==> config.mk <==
export PLATFORM = sky130hd
export DESIGN_NAME = stack_binop_flat
export DESIGN_NICKNAME = d
export VERILOG_FILES = /design/src/rtl/stack_binop_pkg.sv /design/src/rtl/stack_binop_if.sv /design/src/rtl/stack_binop_alu.sv /design/src/rtl/stack_binop.sv /design/src/flat_wrapper.sv
export SDC_FILE = /design/constraint.sdc
export NUM_CORES = 1
export LEC_CHECK = 0
export BUFFER_PORTS_ARGS = -buffer_cell sky130_fd_sc_hd__buf_2
export CAP_MARGIN = 40
export CORE_UTILIZATION = 54
export CTS_CLUSTER_DIAMETER = 120
export DETAILED_ROUTE_END_ITERATION = 8
export PLACE_DENSITY = 0.73
export SYNTH_ARGS = -nofsm -noshare
export SYNTH_HDL_FRONTEND = slang
export SYNTH_SLANG_ARGS = --single-unit
==> constraint.sdc <==
create_clock -name clk -period 2.3 [get_ports clk]
set_input_delay 0.115 -clock clk [delete_from_list [all_inputs] [get_ports clk]]
set_output_delay 0.115 -clock clk [all_outputs]
set_load 0.01 [all_outputs]
==> src/rtl/stack_binop_pkg.sv <==
// Shared codes for the binary-op sequencer: opcodes, trap codes, the stack's
// op/status encodings and the sequencer state type.
package stack_binop_pkg;

    typedef enum logic [3:0] {
        BINOP_ADD   = 4'd0,
        BINOP_SUB   = 4'd1,
        BINOP_AND   = 4'd2,
        BINOP_OR    = 4'd3,
        BINOP_XOR   = 4'd4,
        BINOP_SHL   = 4'd5,
        BINOP_SHR_U = 4'd6,
        BINOP_SHR_S = 4'd7,
        BINOP_EQ    = 4'd8,
        BINOP_NE    = 4'd9,
        BINOP_LT_U  = 4'd10,
        BINOP_LT_S  = 4'd11
    } binop_e;

    typedef enum logic [1:0] {
        TRAP_NONE      = 2'd0,
        TRAP_UNDERFLOW = 2'd1,
        TRAP_BADOP     = 2'd2
    } trap_e;

    typedef enum logic [1:0] {
        STACK_OP_NONE    = 2'd0,
        STACK_OP_PUSH    = 2'd1,
        STACK_OP_POP     = 2'd2,
        STACK_OP_REPLACE = 2'd3
    } stack_op_e;

    typedef enum logic [1:0] {
        STACK_ST_NONE      = 2'd0,
        STACK_ST_EMPTY     = 2'd1,
        STACK_ST_UNDERFLOW = 2'd2,
        STACK_ST_OVERFLOW  = 2'd3
    } stack_status_e;

    typedef enum logic [1:0] {
        S_IDLE,
        S_POP,
        S_EVAL,
        S_WRITE
    } state_e;

    // Codes above BINOP_LT_S are reserved and trap as BADOP.
    function automatic logic binop_valid(input logic [3:0] op);
        return op <= BINOP_LT_S;
    endfunction

endpackage

==> src/rtl/stack_binop_if.sv <==
// Decoder/stack-facing signals of stack_binop. The slave side is the
// sequencer; the master side is the decoder plus the attached stack.
interface stack_binop_if #(parameter int WIDTH = 8);

    logic             start;
    logic [3:0]       opcode;
    logic             busy;
    logic             done;
    logic [1:0]       trap;
    logic [1:0]       stack_op;
    logic [WIDTH-1:0] stack_data;
    logic [WIDTH-1:0] stack_tos;
    logic [1:0]       stack_status;

    modport master (
        output start, opcode, stack_tos, stack_status,
        input  busy, done, trap, stack_op, stack_data
    );

    modport slave (
        input  start, opcode, stack_tos, stack_status,
        output busy, done, trap, stack_op, stack_data
    );

endinterface

==> src/rtl/stack_binop_alu.sv <==
// Combinational ALU for the WebAssembly-style binary ops: result = a op b,
// WIDTH-bit wrap-around; comparisons yield zero-extended 0/1.
module binop_alu
    import stack_binop_pkg::*;
#(
    parameter int WIDTH = 8
) (
    input  logic [3:0]       opcode,
    input  logic [WIDTH-1:0] a,
    input  logic [WIDTH-1:0] b,
    output logic [WIDTH-1:0] result
);

    logic [WIDTH-1:0] shamt;

    assign shamt = b % WIDTH'(WIDTH);

    always_comb begin
        result = '0;
        unique case (binop_e'(opcode))
            BINOP_ADD:   result = a + b;
            BINOP_SUB:   result = a - b;
            BINOP_AND:   result = a & b;
            BINOP_OR:    result = a | b;
            BINOP_XOR:   result = a ^ b;
            BINOP_SHL:   result = a << shamt;
            BINOP_SHR_U: result = a >> shamt;
            BINOP_SHR_S: result = $signed(a) >>> shamt;
            BINOP_EQ:    result = WIDTH'(a == b);
            BINOP_NE:    result = WIDTH'(a != b);
            BINOP_LT_U:  result = WIDTH'(a < b);
            BINOP_LT_S:  result = WIDTH'($signed(a) < $signed(b));
            default:     result = '0;
        endcase
    end

endmodule

==> src/rtl/stack_binop.sv <==
// Sequencer executing one binary op on the operand stack: POP b, then
// REPLACE the new top a with alu(a, b). Traps on underflow or bad opcode.
module stack_binop
    import stack_binop_pkg::*;
#(
    parameter int WIDTH = 8
) (
    input  logic          clk,
    input  logic          reset,
    stack_binop_if.slave  bus
);

    state_e           state;
    logic [3:0]       op_q;
    logic [WIDTH-1:0] b_q;
    logic [WIDTH-1:0] alu_res;
    logic             busy_q;
    logic             done_q;
    trap_e            trap_q;
    stack_op_e        stack_op_q;
    logic [WIDTH-1:0] stack_data_q;

    binop_alu #(.WIDTH(WIDTH)) u_alu (
        .opcode (op_q),
        .a      (bus.stack_tos),
        .b      (b_q),
        .result (alu_res)
    );

    always_ff @(posedge clk) begin
        if (reset) begin
            state        <= S_IDLE;
            op_q         <= '0;
            b_q          <= '0;
            busy_q       <= 1'b0;
            done_q       <= 1'b0;
            trap_q       <= TRAP_NONE;
            stack_op_q   <= STACK_OP_NONE;
            stack_data_q <= '0;
        end else begin
            done_q <= 1'b0;
            trap_q <= TRAP_NONE;
            case (state)
                S_IDLE: begin
                    if (bus.start) begin
                        if (binop_valid(bus.opcode)) begin
                            op_q       <= bus.opcode;
                            b_q        <= bus.stack_tos;
                            stack_op_q <= STACK_OP_POP;
                            busy_q     <= 1'b1;
                            state      <= S_POP;
                        end else begin
                            done_q <= 1'b1;
                            trap_q <= TRAP_BADOP;
                        end
                    end
                end
                S_POP: begin
                    stack_op_q <= STACK_OP_NONE;
                    state      <= S_EVAL;
                end
                S_EVAL: begin
                    // EMPTY after the pop means only b was on the stack.
                    if (bus.stack_status == STACK_ST_UNDERFLOW ||
                        bus.stack_status == STACK_ST_EMPTY) begin
                        done_q <= 1'b1;
                        trap_q <= TRAP_UNDERFLOW;
                        busy_q <= 1'b0;
                        state  <= S_IDLE;
                    end else begin
                        stack_data_q <= alu_res;
                        stack_op_q   <= STACK_OP_REPLACE;
                        state        <= S_WRITE;
                    end
                end
                S_WRITE: begin
                    stack_op_q <= STACK_OP_NONE;
                    done_q     <= 1'b1;
                    busy_q     <= 1'b0;
                    state      <= S_IDLE;
                end
                default: state <= S_IDLE;
            endcase
        end
    end

    assign bus.busy       = busy_q;
    assign bus.done       = done_q;
    assign bus.trap       = trap_q;
    assign bus.stack_op   = stack_op_q;
    assign bus.stack_data = stack_data_q;

endmodule

==> src/flat_wrapper.sv <==
// flat-port wrapper written by rule: the top's interface ports become plain ports
module stack_binop_flat import stack_binop_pkg::*;
#(
    parameter int WIDTH = 8
)
  (clk, reset, bus_start, bus_opcode, bus_stack_tos, bus_stack_status, bus_busy, bus_done, bus_trap, bus_stack_op, bus_stack_data);
  stack_binop_if #(.WIDTH(WIDTH)) bus_i ();
  input  logic clk;
  input  logic reset;
  input wire logic [$bits(bus_i.start)-1:0] bus_start;
  input wire logic [$bits(bus_i.opcode)-1:0] bus_opcode;
  input wire logic [$bits(bus_i.stack_tos)-1:0] bus_stack_tos;
  input wire logic [$bits(bus_i.stack_status)-1:0] bus_stack_status;
  output wire logic [$bits(bus_i.busy)-1:0] bus_busy;
  output wire logic [$bits(bus_i.done)-1:0] bus_done;
  output wire logic [$bits(bus_i.trap)-1:0] bus_trap;
  output wire logic [$bits(bus_i.stack_op)-1:0] bus_stack_op;
  output wire logic [$bits(bus_i.stack_data)-1:0] bus_stack_data;
  assign bus_i.start = bus_start;
  assign bus_i.opcode = bus_opcode;
  assign bus_i.stack_tos = bus_stack_tos;
  assign bus_i.stack_status = bus_stack_status;
  assign bus_busy = bus_i.busy;
  assign bus_done = bus_i.done;
  assign bus_trap = bus_i.trap;
  assign bus_stack_op = bus_i.stack_op;
  assign bus_stack_data = bus_i.stack_data;
  stack_binop #(.WIDTH(WIDTH)) u_core (.clk(clk), .reset(reset), .bus(bus_i));
endmodule
==> results_dict.tcl <==
set metrics [dict create \
    fmax_achieved_mhz 449 \
    outcome "finished clean" \
    crit_path_end_kind "flip-flop" \
    max_cap_viol_count 0 \
    timing.reg2reg.setup_slack_ns 0.07 \
    layout-drive-gt1-share_pct 19.2 \
    synth_flop_cell "sky130_fd_sc_hd__dfxtp_1" \
    die-area_sq_um 5490 \
    setup.worst_path.class "reg2reg" \
    yosys_register_bits 28 \
    ordered_cell_list_for_the_critical_path "buf_6 > ha_4 > fa_1 > mux4_2 > mux2i_1 > o21ai_0 > o22ai_1 > nor2_1" \
    ctsHtreeMaxLevel 1 \
    drtPass1Iterations 5 \
    detail-route-antenna-nets 0 \
    core_area_sq_um 4850 \
    gr-usage-all-layers_pct 32.2 \
    hold_end "u_core.op_q[1]" \
    synth_largest_type_area_fraction_pct 20.0 \
    pwr_density_cell_nw_per_um2 489 \
    crit-reg2reg-capture "u_core.bus.stack_data[1]" \
    place.detailed.hpwl_microns 6240 \
    grt_ovf 0 \
    vdd_ir_drop_max_mv 0.334 \
    first_iter_violations 335 \
    unrepaired_setup_endpoints_after_global_routing "false" \
    maximum_fanout_along_the_worst_path 9 \
    hp-class "in2reg" \
    synth.area.top_cells "sky130_fd_sc_hd__dfxtp_1, sky130_fd_sc_hd__ha_1, sky130_fd_sc_hd__a21oi_1, sky130_fd_sc_hd__nand2_1, sky130_fd_sc_hd__mux4_1" \
    die_x_microns 74.1 \
    synthesis.area_per_instance_sq_um 7.88 \
    synth_sequential_area_ratio_pct 20.0 \
    synth.lib_cells_used.distinct 59 \
    avgRoutedWirePerCell_microns 18.4 \
    initial_core_util_pct 57.9 \
    tightest_slew_ns 0.630 \
    vias 2923 \
    synth.cell_area_sq_um 2810 \
    final.period_utilization_pct 96.8 \
    cts_num_sinks 28 \
    timing.final.max_slew_violations 0 \
    clock_tree_from_tritoncts "done" \
    hold_viol 0 \
    insertedDiodeCount 0 \
    postSynthCellCount 356 \
    power_mw 1.59 \
    top_level_ports 31 \
    depth_of_the_worst_register_to_register_path 8 \
    synth_top_area_cell "sky130_fd_sc_hd__dfxtp_1" \
    arrival_ns 2.40 \
    number_of_global_route_vias_before_repair 2665 \
    min_period_ns 2.23 \
    clock_path_buffers 2 \
    post_cts_hold_buffer_count 0 \
    cell_row_count 25 \
    critical-path-top-delay-family "multiplexers" \
    critPathMaxStageDelay_ns 0.46 \
    setup_total_neg_slack_ns 0 \
    holdPathStages 3 \
    highest_delay_cell_along_the_critical_path "sky130_fd_sc_hd__mux4_2" \
    hold_start "bus_opcode[1]" \
    initial_antenna_violation_count 0 \
    critical_path.reg2reg.startpoint "u_core.b_q[0]" \
    clock_tree.root_cell "sky130_fd_sc_hd__clkbuf_8" \
    crit_path_start_kind "flip-flop" \
    synth_edf_count 0 \
    viasPerCell 6.33 \
    worst_setup_path_startpoint "u_core.b_q[0]" \
    grt_first_pass_wirelength_microns 13300 \
    cts-buffers-inserted 3 \
    total_number_of_nets_in_the_final_design 442 \
    finalSetupViolations 0 \
    clk_pin_slew_ns 0.11 \
    ys_warnings 0 \
    synthesis.nets 402 \
    die_h_microns 74.1 \
    asyncSetResetFlopFracSynth_pct 0 \
    grt_max_degree 27 \
    routabilityCongestion 0.934 \
    clock_insertion_delay_worst_skew_ns 0.29 \
    power_leakage_nw 1.35 \
    drt-total-wl_microns 8490 \
    buffer_ports.inserted 30 \
    path_buf_inv 1 \
    remaining_drc_errors 0 \
    syn2layout_area_growth_pct 15.9 \
    cp.required_ns 2.47 \
    maxSlewHeadroom_pct 57.9 \
    worst_case_clock_skew_ns 0.00592 \
]
[worst max-delay path by stage]
stage / endpoint / slack, ns / depth (start not counted)
6_report: u_core.bus.stack_data[1] / 0.07 / 8
2_1_floorplan: u_core.bus.stack_data[6] / 0.07 / 9
4_1_cts: u_core.bus.stack_data[1] / 0.02 / 8
3_3_place_gp: u_core.bus.stack_data[1] / 0.08 / 8
5_1_grt: u_core.bus.stack_data[1] / 0.005 / 8
3_5_place_dp: u_core.bus.stack_data[1] / 0.06 / 8
[power by group]
group	total, mW	switching [mW]	internal (mW)
combinational	0.626	0.360	0.266
sequential	0.547	0.0307	0.516
clock	0.417	0.184	0.234
[placed cells by master (no fill, tap or decap), drive strengths merged, types with 8 or more instances in the layout]
cell type / n
nand2: 39
nor3: 9
o21ai: 12
ha: 27
dfxtp: 28
nor2: 29
buf: 61
nand3: 8
inv: 27
a211oi: 8
a22oi: 8
mux4: 9
a21oi: 31
[stage by stage]
stage / instance area [sq um] / std cells / util [%] / setup slack, ns / hold WS (ns)
3_5_place_dp: 3140 / 456 / 64.7 / 0.0552 / 0.368
4_1_cts: 3210 / 460 / 66.2 / 0.0247 / 0.0571
5_1_grt: 3250 / 462 / 67.1 / 0.00501 / 0.0684
6_report: 3250 / 462 / 67.1 / 0.0728 / 0.0641
2_1_floorplan: 2810 / 356 / - / 0.0653 / 0.251
3_3_place_gp: 3140 / 456 / 64.7 / 0.0830 / 0.364
[layer usage]
layer  routed length, microns  GRT usage, %  up-vias
li1                         -             -     1381
met1                     3880          46.3     1369
met2                     3780          49.1      149
met3                      574          3.93       24
met4                      245          12.2        0
met5                        0             0        -
[logic make-up after synthesis]
family	synth area share [%]
xor+xnor	2.81
mux	10.4
fa+ha+maj	13.5
flops	20.0
simple gates	20.0
buf+inv	8.43
compound gates	24.9
[synth_stat cells, types with 2 or more instances]
| cell type | n |
|---|---|
| sky130_fd_sc_hd__a2111oi_0 | 3 |
| sky130_fd_sc_hd__a211o_1 | 2 |
| sky130_fd_sc_hd__a211oi_1 | 8 |
| sky130_fd_sc_hd__a21o_1 | 4 |
| sky130_fd_sc_hd__a21oi_1 | 31 |
| sky130_fd_sc_hd__a221oi_1 | 3 |
| sky130_fd_sc_hd__a22oi_1 | 8 |
| sky130_fd_sc_hd__a31oi_1 | 6 |
| sky130_fd_sc_hd__a32oi_1 | 2 |
| sky130_fd_sc_hd__and3_1 | 3 |
| sky130_fd_sc_hd__buf_2 | 9 |
| sky130_fd_sc_hd__buf_4 | 2 |
| sky130_fd_sc_hd__buf_6 | 2 |
| sky130_fd_sc_hd__clkbuf_1 | 13 |
| sky130_fd_sc_hd__dfxtp_1 | 28 |
| sky130_fd_sc_hd__fa_1 | 2 |
| sky130_fd_sc_hd__ha_1 | 27 |
| sky130_fd_sc_hd__inv_1 | 26 |
| sky130_fd_sc_hd__mux2i_1 | 6 |
| sky130_fd_sc_hd__mux4_1 | 5 |
| sky130_fd_sc_hd__mux4_2 | 4 |
| sky130_fd_sc_hd__nand2_1 | 39 |
| sky130_fd_sc_hd__nand2b_1 | 4 |
| sky130_fd_sc_hd__nand3_1 | 8 |
| sky130_fd_sc_hd__nand3b_1 | 2 |
| sky130_fd_sc_hd__nor2_1 | 29 |
| sky130_fd_sc_hd__nor2b_1 | 5 |
| sky130_fd_sc_hd__nor3_1 | 9 |
| sky130_fd_sc_hd__nor3b_1 | 3 |
| sky130_fd_sc_hd__nor4_1 | 5 |
| sky130_fd_sc_hd__nor4b_1 | 2 |
| sky130_fd_sc_hd__nor4bb_1 | 2 |
| sky130_fd_sc_hd__o211ai_1 | 4 |
| sky130_fd_sc_hd__o21ai_0 | 12 |
| sky130_fd_sc_hd__o21bai_1 | 2 |
| sky130_fd_sc_hd__o22ai_1 | 2 |
| sky130_fd_sc_hd__o31ai_1 | 4 |
| sky130_fd_sc_hd__o32a_1 | 2 |
| sky130_fd_sc_hd__xnor2_1 | 6 |
| sky130_fd_sc_hd__xor2_1 | 3 |
[sequential cells by signal (all words and copies together) (netlist names)]
name,cells
u_core.b_q,8
u_core.bus.busy,1
u_core.bus.done,1
u_core.bus.stack_data,8
u_core.bus.stack_op,2
u_core.bus.trap,2
u_core.op_q,4
u_core.state,2
[worst register-to-register path, stage by stage (launching register included)]
cell and delay [ns]:
sky130_fd_sc_hd__dfxtp_2 0.35, sky130_fd_sc_hd__buf_6 0.14, sky130_fd_sc_hd__ha_4 0.17, sky130_fd_sc_hd__fa_1 0.44
sky130_fd_sc_hd__mux4_2 0.46, sky130_fd_sc_hd__mux2i_1 0.18, sky130_fd_sc_hd__o21ai_0 0.11, sky130_fd_sc_hd__o22ai_1 0.21
sky130_fd_sc_hd__nor2_1 0.06
[area by class of cell]
| type | count | area [sq um] |
|---|---|---|
| Clock inverter | 1 | 30.0 |
| Clock buffer | 3 | 41.3 |
| Inverter | 28 | 105 |
| Multi-Input combinational cell | 274 | 2030 |
| Tap cell | 67 | 83.8 |
| Timing Repair Buffer | 61 | 403 |
| Fill cell | 431 | 1600 |
| Sequential cell | 28 | 562 |
[what timing repair did]
action                                  4_1_cts  5_1_grt
resized for setup                             0        7
buffers inserted                              0        2
endpoints found under the hold margin         0        0
endpoints found under the setup margin        0        5
Power figures use the tool's default switching activity.
